<file path="src/rtl/debounce_pkg.sv">
// Shared types and width helper for the mechanical-input debouncer.
package debounce_pkg;

    typedef enum logic [1:0] {
        STABLE_LO = 2'd0,
        PEND_HI   = 2'd1,
        STABLE_HI = 2'd2,
        PEND_LO   = 2'd3
    } debounce_state_t;

    // Counter width for a range of n values, never narrower than one bit.
    function automatic int unsigned cnt_width(input int unsigned n);
        int unsigned w;
        w = int'($clog2(n));
        if (w < 1) begin
            w = 1;
        end
        return w;
    endfunction

endpackage

</file>
<file path="src/rtl/debouncer.sv">
// Debounces one synchronized input level into a clean level plus rise/fall pulses.
// Optional long-press detection is built when DEBOUNCER_LONG_PRESS_EN is defined.
module debouncer
    import debounce_pkg::*;
#(
    parameter int unsigned DEBOUNCE_CYCLES = 1_000_000,
    parameter int unsigned HOLD_CYCLES     = 50_000_000,
    parameter bit          INIT_LEVEL      = 1'b0
) (
    input  logic clk_in,
    input  logic rst_n_in,
    input  logic data_in,
    output logic clean_out,
    output logic rise_out,
    output logic fall_out,
    output logic busy_out,
    output logic hold_out
);

    localparam int unsigned          CNT_W       = cnt_width(DEBOUNCE_CYCLES);
    localparam logic [CNT_W-1:0]     CNT_LAST    = CNT_W'(DEBOUNCE_CYCLES - 1);
    localparam debounce_state_t      RESET_STATE = INIT_LEVEL ? STABLE_HI : STABLE_LO;

    if (DEBOUNCE_CYCLES < 2 || HOLD_CYCLES < 1) begin : g_bad_cfg
        $error("debouncer: DEBOUNCE_CYCLES must be >= 2 and HOLD_CYCLES >= 1");
    end

    debounce_state_t  state, state_next;
    logic [CNT_W-1:0] cnt, cnt_next;
    logic             clean_next, rise_next, fall_next, busy_next;

    // State, counter and registered outputs.
    always_ff @(posedge clk_in or negedge rst_n_in) begin
        if (!rst_n_in) begin
            state     <= RESET_STATE;
            cnt       <= '0;
            clean_out <= INIT_LEVEL;
            rise_out  <= 1'b0;
            fall_out  <= 1'b0;
            busy_out  <= 1'b0;
        end else begin
            state     <= state_next;
            cnt       <= cnt_next;
            clean_out <= clean_next;
            rise_out  <= rise_next;
            fall_out  <= fall_next;
            busy_out  <= busy_next;
        end
    end

    // Every sample of the window must agree; any disagreement drops back to stable.
    always_comb begin
        state_next = state;
        cnt_next   = cnt;
        clean_next = clean_out;
        rise_next  = 1'b0;
        fall_next  = 1'b0;
        case (state)
            STABLE_LO: begin
                if (data_in) begin
                    state_next = PEND_HI;
                    cnt_next   = CNT_W'(1);
                end
            end
            PEND_HI: begin
                if (!data_in) begin
                    state_next = STABLE_LO;
                    cnt_next   = '0;
                end else if (cnt == CNT_LAST) begin
                    state_next = STABLE_HI;
                    clean_next = 1'b1;
                    rise_next  = 1'b1;
                    cnt_next   = '0;
                end else begin
                    cnt_next = cnt + CNT_W'(1);
                end
            end
            STABLE_HI: begin
                if (!data_in) begin
                    state_next = PEND_LO;
                    cnt_next   = CNT_W'(1);
                end
            end
            PEND_LO: begin
                if (data_in) begin
                    state_next = STABLE_HI;
                    cnt_next   = '0;
                end else if (cnt == CNT_LAST) begin
                    state_next = STABLE_LO;
                    clean_next = 1'b0;
                    fall_next  = 1'b1;
                    cnt_next   = '0;
                end else begin
                    cnt_next = cnt + CNT_W'(1);
                end
            end
            default: begin
                state_next = RESET_STATE;
                cnt_next   = '0;
            end
        endcase
        busy_next = (state_next == PEND_HI) || (state_next == PEND_LO);
    end

`ifdef DEBOUNCER_LONG_PRESS_EN
    localparam int unsigned       HOLD_W   = cnt_width(HOLD_CYCLES + 1);
    localparam logic [HOLD_W-1:0] HOLD_MAX = HOLD_W'(HOLD_CYCLES);

    logic [HOLD_W-1:0] hold_cnt, hold_cnt_next;
    logic              hold_next;

    // Counts while the accepted level is high; bounces in PEND_LO keep counting.
    always_comb begin
        hold_cnt_next = hold_cnt;
        hold_next     = 1'b0;
        if (rise_next || fall_next) begin
            hold_cnt_next = '0;
        end else if ((state == STABLE_HI || state == PEND_LO) && hold_cnt != HOLD_MAX) begin
            hold_cnt_next = hold_cnt + HOLD_W'(1);
            hold_next     = (hold_cnt_next == HOLD_MAX);
        end
    end

    always_ff @(posedge clk_in or negedge rst_n_in) begin
        if (!rst_n_in) begin
            hold_cnt <= '0;
            hold_out <= 1'b0;
        end else begin
            hold_cnt <= hold_cnt_next;
            hold_out <= hold_next;
        end
    end
`else
    assign hold_out = 1'b0;
`endif

endmodule

</file>
<file path="config.mk">
export PLATFORM = sky130hd
export DESIGN_NAME = debouncer
export DESIGN_NICKNAME = d
export VERILOG_FILES = /design/src/rtl/debounce_pkg.sv /design/src/rtl/debouncer.sv
export SDC_FILE = /design/constraint.sdc
export NUM_CORES = 1
export LEC_CHECK = 0
export ABC_AREA = 0
export ABC_CLOCK_PERIOD_IN_PS = 2270
export CAP_MARGIN = 10
export CORE_MARGIN = 2
export CORE_UTILIZATION = 35
export CTS_CLUSTER_DIAMETER = 80
export DETAILED_ROUTE_END_ITERATION = 10
export PLACE_DENSITY = 0.5
export RECOVER_POWER = 100
export SYNTH_ARGS = -nofsm -noshare
export SYNTH_HDL_FRONTEND = slang
export SYNTH_SLANG_ARGS = --single-unit
</file>
<file path="constraint.sdc">
create_clock -name clk_in -period 2.27 [get_ports clk_in]
set_clock_uncertainty 0.15 [all_clocks]
set_input_delay 0.454 -clock clk_in [delete_from_list [all_inputs] [get_ports clk_in]]
set_output_delay 0.454 -clock clk_in [all_outputs]
set_load 0.02 [all_outputs]
</file>
==> results by group, run 1 <==
Global route
  • Total GRT Usage: 16.1%
  • M2 GR Usage: 23.1%
  • Routing usage on met1: 23.3%
  • First-pass GRT wire length: 5.38 mm
  • Vias in the first global route: 1089
  • Initial antenna violation count: 0
  • Total global routing overflow: 0
  • Busiest grt layer: met1
  • Largest net degree at the start of global routing: 26
  • GRT met3 Usage: 3.04%

Place
  • Area after DPL: 0.00158 mm^2
  • Hpwl dp: 2.11 mm
  • GPL Wtd Cong: 0.803
  • Port bufs: 6

STA
  • Worst hold slack: 0.356 ns
  • Actual slew at the worst max-slew pin: 0.682 ns
  • Min cycle time layout: 2.11 ns
  • Slew Limit Fails: 0
  • Max-slew headroom: 54.5%
  • Period utilization: 93.0%
  • Setup TNS: 0 ns
  • # setup viols final: 0
  • Hold Fails Final Rpt: 0
  • Max Clock Freq: 0.474 GHz
  • RSZ-0062 raised after global routing: false

Power
  • Int Pwr: 0.650 mW
  • Sw Ratio: 27.6%
  • Gate power share: 16.2%
  • Worst vdd ir: 0.239 mV
  • NetSw: 0.247 mW
  • PD cells: 554 mW/mm^2
  • Leakage power: 0.674 nW
  • Clock power share: 30.9%
  • Register share of total power: 52.9%

Clock network
  • Root buffer cell: clkbuf_8
  • Total setup buffers inserted after CTS: 0
  • H-tree depth: 1
  • Clock buffer depth: 2
  • Reg clk slew, reported paths: 0.09 ns
  • Clock sink total: 25
  • TritonCTS clock tree: yes
  • Worst-skew pair later-pin latency: 0.28 ns
  • Num CTS Buffers: 3
  • Hold buffers post-CTS: 0
  • CTS resizes: 1

Synthesis
  • Cell count after synthesis: 146
  • Synth warnings: 0
  • Seq cells post-synth: 25
  • EDFF count, synth: 0
  • Syn_nets: 150
  • Post-synth ARST share: 100%
  • Synth Cell Area: 0.00139 mm^2
  • Dominant synthesized flop cell: dfrtp_1
  • Seq/Total Area, Yosys: 45.0%
  • Synth cell types: 45
  • Syn Area/Cell: 9.52 um^2

Setup path
  • Flop2flop setup slack: 0.18 ns
  • Setup Crit Path Kind: in -> reg
  • Largest fanout on the critical path: 5
  • Critical Path RT: 2.32 ns
  • RR Startpoint: cnt[1]$_DFFE_PN0P_
  • CP arrival: 2.16 ns
  • R2r endpoint: cnt[12]$_DFFE_PN0P_
  • CP endpoint kind: flop
  • CP startpoint kind: input pin
  • Worst reg-to-reg path cell count: 7

Route
  • DRT Pass-1 Iters: 4
  • Via count: 1130
  • Wire per inst: 14.2 um
  • ANT nets after route: 0
  • Average vias per placed instance: 5.38
  • Drt initial violations: 61
  • Routed Wire Length: 2.99 mm
  • Post-route DRC: 0

Layout
  • Share of cells above drive strength 1: 13.0%
  • Area Growth Syn to Fin: 16.4%
  • Design Area, Final: 0.00162 mm^2
  • Multi-input gate area: 712 um^2
  • Ant diodes: 0
  • FF+latch area: 626 um^2
  • Filler instances: 402
  • Nets@finish: 167

Worst hold path
  • Hold endpoint: cnt[18]$_DFFE_PN0P_
  • Worst hold path depth: 1
  • Hold Path Class: reg -> reg
  • Hold path startpoint: cnt[18]$_DFFE_PN0P_

Die
  • # rows: 22
  • Initial Util: 37.1%
  • # IOs: 8
  • Core area: 0.00374 mm^2
  • Die area: 0.00449 mm^2
  • Die X: 67.0 um
  • Die height: 67.0 um

Outcome
  • Status: finished, final reports clean

Run
  • MaxCap Viol Count: 0
## layout make-up
cell class,count,area share (%)
clock buffers,4,2.78
flip-flops and latches,25,38.7
repair buffers,18,9.67
inverters,5,1.16
multi-input cells,110,44.0
well taps,48,3.71
## flip-flops by register name, indices dropped and copies added, names as in the netlist
| signal | count |
|---|---|
| cnt | 20 |
| rise_out | 1 |
| state | 2 |
| fall_out | 1 |
| clean_out | 1 |
## placed cells by master (no fill, tap or decap), types with 5 or more instances in the layout
master / instances
a21oi_1: 13
buf_4: 9
dfrtp_1: 25
dlygate4sd3_1: 5
inv_1: 5
mux2i_1: 5
nand2_1: 10
nand3_1: 10
nand4_1: 8
nor2_1: 5
o21ai_0: 8
## stage by stage
stage	worst slack, ns	cells	power (mW)	utilization (%)
finish	0.160	210	0.897	43.2
global route	0.0329	210	0.948	43.2
CTS	0.176	210	0.917	43.4
detailed placement	-0.345	206	0.632	42.1
global placement	-0.251	206	0.630	42.1
floorplan	0.308	146	0.567	-
## worst max-delay path by stage
stage,startpoint,end,slack [ns],cells past startpoint
2_1_floorplan,cnt[0]$_DFFE_PN0P_,cnt[13]$_DFFE_PN0P_,0.31,7
3_3_place_gp,data_in,cnt[15]$_DFFE_PN0P_,-0.25,6
3_5_place_dp,data_in,cnt[15]$_DFFE_PN0P_,-0.35,6
4_1_cts,cnt[1]$_DFFE_PN0P_,cnt[2]$_DFFE_PN0P_,0.18,7
5_1_grt,data_in,cnt[15]$_DFFE_PN0P_,0.03,7
6_report,data_in,cnt[15]$_DFFE_PN0P_,0.16,7
## synthesized netlist by cell type (2+ instances only)
cell      number  area (um^2)
a21o_1         4         30.0
a21oi_1       13         65.1
a22o_1         3         26.3
and2_1         2         12.5
and3_1         2         12.5
and4_1         2         17.5
buf_2          2         10.0
clkbuf_1       2         7.51
dfrtp_1       25          626
inv_1          5         18.8
mux2i_1        5         50.1
nand2_1       10         37.5
nand3_1       10         50.1
nand4_1        8         50.1
nor2_1         6         22.5
nor3_1         3         15.0
nor3b_1        3         22.5
nor4_1         2         12.5
o21ai_0        8         40.0
or2_0          2         12.5
or3_1          4         25.0
xor2_1         2         17.5
## power by group through the flow
stage | combinational (mW) | clock [mW] | sequential [mW]
after detailed placement | 0.150 | 0 | 0.482
after global placement | 0.148 | 0 | 0.482
after global routing | 0.163 | 0.308 | 0.477
after CTS | 0.151 | 0.292 | 0.474
after floorplan | 0.0815 | 0 | 0.486
final | 0.146 | 0.277 | 0.474
## worst max-delay path: stages
cell and delay, ns:
clkdlybuf4s50_1 0.49, xor2_1 0.23, clkbuf_1 0.21, nand2_2 0.11
a21o_1 0.23, or3_1 0.35, o21ai_0 0.09
## metal layers
layer	share of wire, %	wire length [um]	vias to the layer above
li1	-	-	574
met1	52	1560	535
met2	42	1270	17
met3	3.4	103	4
met4	2.0	59	0
met5	0	0	-
## logic make-up (layout without fill, tap and decap cells)
group / count (synthesis) / in the layout / synth area share (%)
buffers and inverters: 11 / 27 / 3.96
other: 1 / 1 / 0.270
xor gates and xnor gates: 2 / 2 / 1.26
and+or+nand+nor: 62 / 62 / 26.7
muxes: 6 / 6 / 4.41
adders and majority gates: 1 / 1 / 0.900
DFF: 25 / 25 / 45.0
AOI/OAI and AO/OA: 38 / 38 / 17.5
Note: power is estimated with default switching activity, not from simulation.
==> run 2, diff against run 1 <==
Settings changed: CORE_ASPECT_RATIO set to 0.6.
==> run 2 against run 1 <==
Wire length grew 12%. Combinational power barely moved. Critical endpoint is now cnt[11]$_DFFE_PN0P_. Design area grew 0.39%. Count of clock-buffer cells in the layout stayed put.
==> results by group, run 2 (synthesis gave the netlist of run 1 again) <==
Outcome
  • Status: finished, final reports clean

Clock network
  • Clock buffer depth: 2
  • Reg clk slew, reported paths: 0.09 ns
  • Num CTS Buffers: 3
  • H-tree depth: 1
  • Clock sink total: 25
  • TritonCTS clock tree: yes
  • Root buffer cell: clkbuf_8
  • Worst-skew pair later-pin latency: 0.27 ns
  • Hold buffers post-CTS: 0

Place
  • Placed Cells: 206
  • Port bufs: 6
  • Pre-CTS setup slack: -0.199 ns
  • Hpwl dp: 2.39 mm
  • GPL Wtd Cong: 0.787

Die
  • # IOs: 8
  • Initial Util: 37.1%
  • Die height: 52.8 um
  • Die X: 85.4 um
  • Die area: 0.00451 mm^2
  • Core area: 0.00374 mm^2
  • # rows: 17

Global route
  • Initial antenna violation count: 0
  • Total global routing overflow: 0
  • Total GRT Usage: 17.3%
  • Vias in the first global route: 1166
  • First-pass GRT wire length: 5.87 mm
  • Largest net degree at the start of global routing: 26

Layout
  • Max reg flops: 20
  • Nets@finish: 168
  • Share of cells above drive strength 1: 13.5%
  • Area Growth Syn to Fin: 16.8%
  • Final Instance Count excl. Fillers: 210
  • Ant diodes: 0
  • Commonest cells after routing, fill and taps aside: 25 x dfrtp_1, 13 x a21oi_1, 10 x nand2_1, 10 x nand3_1, 10 x buf_4
  • Commonest non-fill, non-tap cell in the layout: dfrtp_1
  • Biggest register: cnt
  • Top Registers: cnt (20), state (2)

Route
  • Wire per inst: 15.9 um
  • Via count: 1176
  • Drt initial violations: 101
  • Post-route DRC: 0
  • ANT nets after route: 0
  • Routed Wire Length: 3.34 mm
  • Average vias per placed instance: 5.60
  • DRT Pass-1 Iters: 4

Power
  • PD cells: 553 mW/mm^2
  • Worst vdd ir: 0.281 mV
  • Int Pwr: 0.649 mW
  • Register share of total power: 53.1%
  • NetSw: 0.248 mW
  • Clock power share: 30.8%
  • Leakage power: 0.680 nW
  • Pwr Total: 0.897 mW
  • Gate power share: 16.1%
  • Sw Ratio: 27.7%

STA
  • Min cycle time layout: 2.11 ns
  • Fin worst setup slack: 0.157 ns
  • RSZ-0062 raised after global routing: false
  • Slew Limit Fails: 0
  • Period utilization: 93.1%
  • Max Clock Freq: 0.473 GHz
  • Max-slew headroom: 55.9%
  • Hold Fails Final Rpt: 0
  • # setup viols final: 0
  • Actual slew at the worst max-slew pin: 0.662 ns

Worst hold path
  • Hold Path Class: reg -> reg

Setup path
  • Setup Crit Path Kind: in -> reg
  • Critical Path RT: 2.32 ns
  • CP startpoint kind: input pin
  • Largest fanout on the critical path: 7
  • CP endpoint kind: flop
  • CP arrival: 2.16 ns

Run
  • MaxCap Viol Count: 0
run 2: cell types whose count changed in the layout (fill, tap and decap cells not counted), sizes merged:
cell,change
buf,+1
run 2: final timing paths:
path | from | endpoint | slack (ns) | cells after the start
worst min register to register | cnt[18]$_DFFE_PN0P_ | cnt[18]$_DFFE_PN0P_ | 0.36 | 1
worst max-delay path | data_in | cnt[11]$_DFFE_PN0P_ | 0.16 | 7
min in group asynchronous | rst_n_in | cnt[2]$_DFFE_PN0P_ | 0.57 | 2
worst max register to register | cnt[1]$_DFFE_PN0P_ | cnt[13]$_DFFE_PN0P_ | 0.18 | 7
worst min-delay path | cnt[18]$_DFFE_PN0P_ | cnt[18]$_DFFE_PN0P_ | 0.36 | 1
max in group asynchronous | rst_n_in | state[1]$_DFF_PN0_ | 0.96 | 2
run 2: repair_timing:
item                                    4_1_cts  5_1_grt
endpoints found under the setup margin        0        9
gates resized for setup                       0        1
buffers inserted                              0        0
run 2: stage by stage:
step,util [%],instance area [um^2],TNS (ns),hold slack (ns)
6_report,43.4,1620,0,0.355
5_1_grt,43.4,1620,0,0.364
4_1_cts,43.5,1630,0,0.363
3_5_place_dp,42.3,1580,-1.71,0.350
3_3_place_gp,42.3,1580,-0.373,0.319
2_1_floorplan,-,1390,0,0.00841
run 2: critical path: stages:
cell             delay, ns
clkdlybuf4s50_1       0.49
xor2_1                0.23
buf_4                 0.17
nand2_2               0.08
a21o_1                0.28
or3_1                 0.37
o21ai_0               0.08
run 2: per-layer routing:
metal | GRT usage [%] | part of all wire [%] | routed length [um] | vias up
li1 | - | - | - | 583
met5 | 0 | 0 | 0 | -
met2 | 23.6 | 38 | 1270 | 35
met3 | 4.57 | 5.3 | 176 | 2
met4 | 4.23 | 0.69 | 23 | 0
met1 | 26.6 | 56 | 1870 | 556
run 2: layout make-up:
cell class | count | area, um^2
fill | 353 | 2120
multi-input combinational | 110 | 712
sequential | 25 | 626
timing repair buffer | 19 | 164
tap | 47 | 58.8
clock buffer | 4 | 45.0
inverter | 5 | 18.8
run 2: power groups by stage:
stage,clock (mW),sequential (mW),combinational (mW)
after floorplan,0,0.486,0.0815
after global placement,0,0.485,0.147
after detailed placement,0,0.485,0.150
after CTS,0.288,0.477,0.149
after global routing,0.299,0.481,0.166
final,0.276,0.477,0.144
